--- src/rtl/mcu51_pkg.sv ---
// Shared definitions for the MCU51 accumulator/ALU sequencer: ALU op codes,
// accepted opcodes, sequencer states and the per-instruction flag write mask.
package mcu51_pkg;

  localparam logic [3:0] ALU_INC  = 4'b0000;
  localparam logic [3:0] ALU_DEC  = 4'b0001;
  localparam logic [3:0] ALU_ADD  = 4'b0010;
  localparam logic [3:0] ALU_ADDC = 4'b0011;
  localparam logic [3:0] ALU_ORL  = 4'b0100;
  localparam logic [3:0] ALU_ANL  = 4'b0101;
  localparam logic [3:0] ALU_XRL  = 4'b0110;
  localparam logic [3:0] ALU_CPL  = 4'b0111;
  localparam logic [3:0] ALU_DA   = 4'b1000;
  localparam logic [3:0] ALU_SUBB = 4'b1001;
  localparam logic [3:0] ALU_RR   = 4'b1100;
  localparam logic [3:0] ALU_RRC  = 4'b1101;
  localparam logic [3:0] ALU_RL   = 4'b1110;
  localparam logic [3:0] ALU_RLC  = 4'b1111;

  localparam logic [7:0] OP_INC_A = 8'h04;
  localparam logic [7:0] OP_DEC_A = 8'h14;
  localparam logic [7:0] OP_ADD_I = 8'h24;
  localparam logic [7:0] OP_ADDC_I = 8'h34;
  localparam logic [7:0] OP_ORL_I = 8'h44;
  localparam logic [7:0] OP_ANL_I = 8'h54;
  localparam logic [7:0] OP_XRL_I = 8'h64;
  localparam logic [7:0] OP_CPL_A = 8'hF4;
  localparam logic [7:0] OP_DA_A  = 8'hD4;
  localparam logic [7:0] OP_SUBB_I = 8'h94;
  localparam logic [7:0] OP_RR_A  = 8'h03;
  localparam logic [7:0] OP_RRC_A = 8'h13;
  localparam logic [7:0] OP_RL_A  = 8'h23;
  localparam logic [7:0] OP_RLC_A = 8'h33;

  typedef enum logic [1:0] {
    IDLE = 2'd0,
    IMM  = 2'd1,
    EXEC = 2'd2
  } state_e;

  typedef struct packed {
    logic cy_en;
    logic ac_en;
    logic ov_en;
  } flag_mask_t;

  localparam flag_mask_t MASK_NONE = '{cy_en: 1'b0, ac_en: 1'b0, ov_en: 1'b0};
  localparam flag_mask_t MASK_CY   = '{cy_en: 1'b1, ac_en: 1'b0, ov_en: 1'b0};
  localparam flag_mask_t MASK_ALL  = '{cy_en: 1'b1, ac_en: 1'b1, ov_en: 1'b1};

  typedef struct packed {
    logic       legal;
    logic       two_byte;
    logic [3:0] alu_code;
    flag_mask_t flag_mask;
  } op_info_t;

endpackage

--- src/rtl/mcu51_op_decode.sv ---
// Combinational opcode decoder: legality, instruction length, ALU op and the
// set of PSW flags the instruction is allowed to write.
module mcu51_op_decode
  import mcu51_pkg::*;
(
  input  logic [7:0] opcode_i,
  output op_info_t   info_o
);

  // NOTE: every combinational output gets a default before the case so no
  // path through the block leaves it unassigned (which would infer a latch).
  always_comb begin
    info_o = '{legal: 1'b1, two_byte: 1'b0, alu_code: ALU_INC, flag_mask: MASK_NONE};
    case (opcode_i)
      OP_INC_A:  info_o.alu_code = ALU_INC;
      OP_DEC_A:  info_o.alu_code = ALU_DEC;
      OP_ADD_I: begin
        info_o.alu_code  = ALU_ADD;
        info_o.two_byte  = 1'b1;
        info_o.flag_mask = MASK_ALL;
      end
      OP_ADDC_I: begin
        info_o.alu_code  = ALU_ADDC;
        info_o.two_byte  = 1'b1;
        info_o.flag_mask = MASK_ALL;
      end
      OP_ORL_I: begin
        info_o.alu_code = ALU_ORL;
        info_o.two_byte = 1'b1;
      end
      OP_ANL_I: begin
        info_o.alu_code = ALU_ANL;
        info_o.two_byte = 1'b1;
      end
      OP_XRL_I: begin
        info_o.alu_code = ALU_XRL;
        info_o.two_byte = 1'b1;
      end
      OP_CPL_A:  info_o.alu_code = ALU_CPL;
      OP_DA_A: begin
        info_o.alu_code  = ALU_DA;
        info_o.flag_mask = MASK_CY;
      end
      OP_SUBB_I: begin
        info_o.alu_code  = ALU_SUBB;
        info_o.two_byte  = 1'b1;
        info_o.flag_mask = MASK_ALL;
      end
      OP_RR_A:   info_o.alu_code = ALU_RR;
      OP_RRC_A: begin
        info_o.alu_code  = ALU_RRC;
        info_o.flag_mask = MASK_CY;
      end
      OP_RL_A:   info_o.alu_code = ALU_RL;
      OP_RLC_A: begin
        info_o.alu_code  = ALU_RLC;
        info_o.flag_mask = MASK_CY;
      end
      default:   info_o.legal = 1'b0;
    endcase
  end

endmodule

--- src/rtl/mcu51_alu_seq.sv ---
// Accumulator-class instruction sequencer: takes opcode/immediate bytes, feeds
// registered operands to the external ALU and writes results back to ACC/PSW.
module mcu51_alu_seq
  import mcu51_pkg::*;
(
  input  logic       clk,
  input  logic       rst_n,
  input  logic       code_valid,
  input  logic [7:0] code_data,
  output logic       code_ready,
  input  logic       acc_load,
  input  logic [7:0] acc_load_data,
  input  logic [2:0] flag_load_data,
  output logic [3:0] alu_code,
  output logic [7:0] alu_a,
  output logic [7:0] alu_b,
  output logic       alu_cy,
  output logic       alu_ac,
  input  logic [7:0] alu_result,
  input  logic       alu_carry,
  input  logic       alu_acarry,
  input  logic       alu_ovf,
  output logic [7:0] acc,
  output logic       psw_cy,
  output logic       psw_ac,
  output logic       psw_ov,
  output logic       psw_p,
  output logic       busy,
  output logic       done,
  output logic       illegal
);

  state_e     state_q, state_d;
  op_info_t   dec;
  logic [7:0] acc_q, acc_d;
  logic       cy_q, cy_d, ac_q, ac_d, ov_q, ov_d;
  logic [3:0] alu_code_q;
  flag_mask_t mask_q;
  logic [7:0] alu_a_q, alu_b_q;
  logic       alu_cy_q, alu_ac_q;
  logic       done_q, illegal_q;
  logic       load_op, load_imm, enter_exec, writeback, illegal_d;

  mcu51_op_decode u_decode (
    .opcode_i (code_data),
    .info_o   (dec)
  );

  always_comb begin
    state_d    = state_q;
    code_ready = 1'b0;
    load_op    = 1'b0;
    load_imm   = 1'b0;
    enter_exec = 1'b0;
    writeback  = 1'b0;
    illegal_d  = 1'b0;
    case (state_q)
      IDLE: begin
        code_ready = 1'b1;
        if (code_valid) begin
          if (!dec.legal) begin
            illegal_d = 1'b1;
          end else begin
            load_op = 1'b1;
            if (dec.two_byte) begin
              state_d = IMM;
            end else begin
              state_d    = EXEC;
              enter_exec = 1'b1;
            end
          end
        end
      end
      IMM: begin
        code_ready = 1'b1;
        if (code_valid) begin
          load_imm   = 1'b1;
          enter_exec = 1'b1;
          state_d    = EXEC;
        end
      end
      EXEC: begin
        writeback = 1'b1;
        state_d   = IDLE;
      end
      default: state_d = IDLE;
    endcase
  end

  // A load in IDLE lands in *_d, so an opcode accepted in the same cycle
  // captures the freshly loaded ACC/flags as its operands.
  always_comb begin
    acc_d = acc_q;
    cy_d  = cy_q;
    ac_d  = ac_q;
    ov_d  = ov_q;
    if (state_q == IDLE && acc_load) begin
      acc_d = acc_load_data;
      {cy_d, ac_d, ov_d} = flag_load_data;
    end
    if (writeback) begin
      acc_d = alu_result;
      if (mask_q.cy_en) cy_d = alu_carry;
      if (mask_q.ac_en) ac_d = alu_acarry;
      if (mask_q.ov_en) ov_d = alu_ovf;
    end
  end

  // NOTE: state registers use non-blocking assignments so every flop samples
  // the pre-edge values, independent of statement order.
  always_ff @(posedge clk or negedge rst_n) begin
    if (!rst_n) begin
      state_q    <= IDLE;
      acc_q      <= 8'h00;
      cy_q       <= 1'b0;
      ac_q       <= 1'b0;
      ov_q       <= 1'b0;
      alu_code_q <= ALU_INC;
      mask_q     <= MASK_NONE;
      alu_a_q    <= 8'h00;
      alu_b_q    <= 8'h00;
      alu_cy_q   <= 1'b0;
      alu_ac_q   <= 1'b0;
      done_q     <= 1'b0;
      illegal_q  <= 1'b0;
    end else begin
      state_q   <= state_d;
      acc_q     <= acc_d;
      cy_q      <= cy_d;
      ac_q      <= ac_d;
      ov_q      <= ov_d;
      done_q    <= writeback;
      illegal_q <= illegal_d;
      if (load_op) begin
        alu_code_q <= dec.alu_code;
        mask_q     <= dec.flag_mask;
        alu_b_q    <= 8'h00;
      end
      if (load_imm) alu_b_q <= code_data;
      if (enter_exec) begin
        alu_a_q  <= acc_d;
        alu_cy_q <= cy_d;
        alu_ac_q <= ac_d;
      end
    end
  end

  assign alu_code = alu_code_q;
  assign alu_a    = alu_a_q;
  assign alu_b    = alu_b_q;
  assign alu_cy   = alu_cy_q;
  assign alu_ac   = alu_ac_q;
  assign acc      = acc_q;
  assign psw_cy   = cy_q;
  assign psw_ac   = ac_q;
  assign psw_ov   = ov_q;
  assign psw_p    = ^acc_q;
  assign busy     = (state_q != IDLE);
  assign done     = done_q;
  assign illegal  = illegal_q;

endmodule

--- config.mk ---
export PLATFORM = sky130hd
export DESIGN_NAME = mcu51_alu_seq
export DESIGN_NICKNAME = d
export VERILOG_FILES = /design/src/rtl/mcu51_pkg.sv /design/src/rtl/mcu51_op_decode.sv /design/src/rtl/mcu51_alu_seq.sv
export SDC_FILE = /design/constraint.sdc
export NUM_CORES = 1
export LEC_CHECK = 0
export CAP_MARGIN = 5
export CORE_MARGIN = 8
export CORE_UTILIZATION = 45
export DETAILED_ROUTE_END_ITERATION = 10
export HOLD_SLACK_MARGIN = 0.03
export PLACE_DENSITY = 0.8
export SYNTH_ARGS = -nofsm -noshare
export SYNTH_HDL_FRONTEND = slang
export SYNTH_HIERARCHICAL = 1
export SYNTH_SLANG_ARGS = --single-unit
--- constraint.sdc ---
create_clock -name clk -period 1.63 [get_ports clk]
set_input_delay 0.163 -clock clk [delete_from_list [all_inputs] [get_ports clk]]
set_output_delay 0.163 -clock clk [all_outputs]
set_load 0.01 [all_outputs]
* Yosys cells after proc, flatten, opt, wreduce, memory -nomap -nowiden
Cells that the tools add are included.
Word-level totals: register bits 40, latch bits 0, bits in writable memories 0, ROM bits 0, bits of input ports 34, output and inout port bits 38, logic and storage cells 81, memories 0
Operators by class: add/sub/neg operators 0, multiply operators 0, div/mod/pow operators 0, magnitude comparators 0, equal/unequal tests 19, shifts and indexed selects 0, mux-type cells 36, bitwise logic cells 0, reductions and logical operators 11
Operators with widths (number):
- $pmux 4 s13 | 1
- $eq 8x6->1 const B | 4
- $mux 8 | 4
- $eq 8x7->1 const B | 3
- $eq 8x8->1 const B | 3
- $mux 1 | 24
- $eq 8x5->1 const B | 2
- $reduce_or 14->1 | 1
- $eq 8x2->1 const B | 1
- $eq 8x3->1 const B | 1
- $mux 2 | 4
- $reduce_xor 8->1 | 1
- $ne 2x2->1 const B | 3
- $pmux 3 s2 | 1
- $reduce_or 3->1 | 2
- $reduce_or 6->1 | 1
- $pmux 2 s2 | 1
- $reduce_bool 2->1 | 2
- $reduce_and 3->1 | 1
- $eq 2x1->1 const B | 1
- $eq 2x2->1 const B | 1
- $logic_not 2->1 | 1
- $pmux 1 s2 | 1
- $reduce_or 2->1 | 1
- $logic_and 1x1->1 | 1

* Longest topological paths before layout
depth after elaboration 8, mapped depth 9, mapped depth without buffers 7

* By module
Netlist, hierarchy kept.
By module, submodules not included:
- mcu51_alu_seq | instances 1, cells each 137, area each 1752.9 sq um, seq. area each 1001.0 sq um
- mcu51_op_decode | instances 1, cells each 38, area each 249.0 sq um, seq. area each 0.0 sq um

* Worst setup path after synthesis
No wires, ideal clock.
path type input to register, start point input port code_data[6], end point register alu_a_q[0], in the netlist alu_a[0], setup time 0.125 ns, arrival time 1.933 ns, data required time 1.505 ns, path slack -0.428 ns, cell stages on the path 8, path buffers 1, cell sequence or4_1 > or2_1 > o21ai_0 > nor2b_1 > o21ai_1 > inv_1 > buf_4 > mux2_2
RTL lines:
- start: declaration | line mcu51_alu_seq.sv:9 | input logic [7:0] code_data,
- end signal: assignment | line mcu51_alu_seq.sv:120 | alu_a_q <= 8'h00;
- end signal: assignment | line mcu51_alu_seq.sv:141 | alu_a_q <= acc_d;
- end: declaration | line mcu51_alu_seq.sv:39 | logic [7:0] alu_a_q, alu_b_q;

==> impl_results.md <==
- CP arrival: 1.88 ns
- Core area: 0.00432 mm^2
- Gr busiest metal: met2
- Number of global-route vias before repair: 1974
- Peak VDD IR: 0.648 mV
- WS Path Type: in2reg
- GPL Wtd Cong: 0.817
- Remaining Overflow, GRT: 0
- Fin. max-slew vios: 0
- Final instance area: 0.00330 mm^2
- Final WS setup: -0.0640 ns
- Crit-path most repeated cell: buf_6
- Slowest cell delay on critical path: 0.53 ns
- Total number of vias: 1841
- Max FO, Critical Path: 5
- CP startpoint kind: input port
- Top-area cell type share of the netlist area: 50.0%
- Synth-to-Final Area Change: 65.0%
- Placement row count: 24
- Yosys reg bits: 40
- Initial core utilization: 46.3%
- Synth Flop Type: dfrtp_1
- Max clock buf depth: 2
- Post-synth cell types: 42
- First-pass GRT wire length: 9650 um
- RSZ-0062 raised after global routing: yes
- Required time of the critical path: 1.81 ns
- # setup viols final: 17
- Leakage power: 0.00144 uW
- Met3 usage: 4.22%
- Final critical-path share of the clock period: 104%
- Latest clock arrival within the worst-skew pair: 0.30 ns
- Top cells by count, synth: 40 x dfrtp_1, 17 x mux2_2, 14 x o22a_1, 10 x nor2_1, 8 x a22o_1
- Min Hold Slack: 0.148 ns
- Final Total Pwr: 2820 uW
- WL final: 6070 um
- Drt initial violations: 118
- Fraction of layout cells with a size suffix above 1: 35.1%
- Dpl hpwl: 4250 um
- First-pass DRT Iterations: 4
- Post-Layout Cell Count: 340
- Syn Std Cell Area: 0.00200 mm^2
- Synth Area per Inst: 11.4 um^2
- Critical-path cell list: buf_6, or4_4, or2_4, o21ai_4, nor2b_4, o21ai_2, inv_2, buf_6, mux2_4
- Number of synthesized flops with an enable pin: 0
- Crit end category: register
- Multi-input logic area: 0.00108 mm^2
- Sequential element share of the synthesized area: 50.0%
- Met2 GRT Util: 31.2%
- Dpl cell area: 0.00306 mm^2
- Post-Place Cells: 327
- DRC viols: 0
- Fin nets: 321
- H-tree depth: 2
- Pwr Density: 855 mW/mm^2
- Pin count of the biggest net entering global routing: 41
- Global-route usage over all layers: 18.7%
- Setup TNS: -0.649 ns
- Worst clock skew: 0.00868 ns
- FILL cells: 299
- Register area: 0.00100 mm^2
- Die width: 82.7 um
- Syn Inst Count: 175
- Die footprint: 0.00684 mm^2
- Failing checks: setup timing
- DR vias/cell: 5.41
- Status: finished, violations left
- Worst-path cell with the longest stage delay: or4_4
- Hold WC Path Type: in2reg
- Period minus WS final: 1.69 ns
- Max Cap Viol: 0
- Clk pin slew, worst setup/hold paths: 0.07 ns
- Die H: 82.7 um
- Most common cell in the synthesized netlist: dfrtp_1
- IO Port Bufs: 71
- # clock sinks: 40
- Max Freq: 0.590 GHz
- Wirelength per Cell: 17.8 um
- Final Hold Fails: 0
- Slew headroom: 66.8%
- Top cells by area, synth: dfrtp_1 50%, mux2_2 9.6%, o22a_1 6.1%, a22o_1 3.5%, xnor2_1 3.1%
- Root buf cell: clkbuf_8
- Remaining antenna violation count: 0
- CTS tree: yes
- CTS buffer count: 5
- R2r setup slk: 0.07 ns
- Met1 Use GR: 22.7%
- Worst-Margin Slew: 0.498 ns
- Antenna violations before repair: 0
- N_diodes: 0
- I/O pin cnt: 72
- Post-Syn Nets: 209
- Area leader, netlist: dfrtp_1
- Synth async-reset ratio: 100%
- Synth warnings: 6
[cell type report]
cell class / count / share of cell area, %
multi-input cells: 121 / 32.7
repair buffers: 116 / 31.8
flip-flops and latches: 40 / 30.3
clock buffers: 7 / 2.61
well taps: 52 / 1.97
inverters: 3 / 0.417
clock inverters: 1 / 0.227
[metrics by stage]
| stage | util [%] | worst slack, ns |
|---|---|---|
| 2_1_floorplan | - | -0.295 |
| 3_3_place_gp | 70.7 | -0.745 |
| 3_5_place_dp | 70.7 | -0.780 |
| 4_1_cts | 77.5 | -0.113 |
| 5_1_grt | 76.4 | -0.134 |
| 6_report | 76.4 | -0.0640 |
[power breakdown]
part / leakage [uW] / internal [uW] / switching (uW)
clock network: 0.0000445 / 344 / 342
registers: 0.000507 / 1110 / 88.0
logic: 0.000889 / 586 / 350
[path summary, 6_finish.rpt]
path	startpoint	endpoint	cells after the start
worst max register to register	state_q[1]$_DFFE_PN0P_	alu_code[3]$_DFFE_PN0P_	6
worst max-delay path	code_data[6]	alu_a[3]$_DFFE_PN0P_	9
worst min-delay path	code_data[2]	alu_b[2]$_DFFE_PN0P_	2
min in group asynchronous	rst_n	alu_b[6]$_DFFE_PN0P_	3
worst min register to register	alu_b[1]$_DFFE_PN0P_	alu_b[1]$_DFFE_PN0P_	1
max in group asynchronous	rst_n	state_q[0]$_DFFE_PN0P_	3
[registers in the layout, indices dropped and copies added, names as in the netlist, 2 cells and up]
register and flops:
alu_b 8, acc 8, mask_q 3, alu_a 8, state_q 2, alu_code 4
[critical path: cells and delay by family]
kind                   cells  cell delay [ns]
multiplexers               1             0.30
buffers and inverters      3             0.30
AND/OR/NAND/NOR            3             0.97
AO/OA/AOI/OAI              2             0.14
[layer usage]
| metal | vias to the layer above | part of all wire (%) |
|---|---|---|
| li1 | 866 | - |
| met1 | 926 | 43 |
| met2 | 40 | 51 |
| met3 | 9 | 3.8 |
| met4 | 0 | 1.7 |
| met5 | - | 0 |
[placed cells by master, fill, tap and decap left out, drive strengths merged, types with 7 or more instances in the layout]
cell,Yosys,layout
a22o,8,8
buf,7,52
clkbuf,4,7
clkdlybuf4s50,0,59
dfrtp,40,40
mux2,17,17
nand2b,7,7
nor2,10,10
o21ai,7,7
o22a,14,14
xnor2,7,7
[logic make-up (layout without fill, tap and decap cells)]
family	after synthesis	in the layout	share of synthesized area [%]
AO/OA/AOI/OAI	50	50	19.4
XOR/XNOR	9	9	3.94
buffers and inverters	14	127	3.75
flip-flops	40	40	50.0
multiplexers	17	17	9.56
AND/OR/NAND/NOR	45	45	13.4
[what timing repair did]
item | in CTS | in global routing
hold buffers | 1 | 0
gates cloned | 1 | 0
endpoints found under the hold margin | 40 | 0
setup endpoints to repair | 30 | 20
pin swaps | 10 | 5
setup buffers | 6 | 0
gates resized for setup | 72 | 3
(Power assumes the default switching activity.)
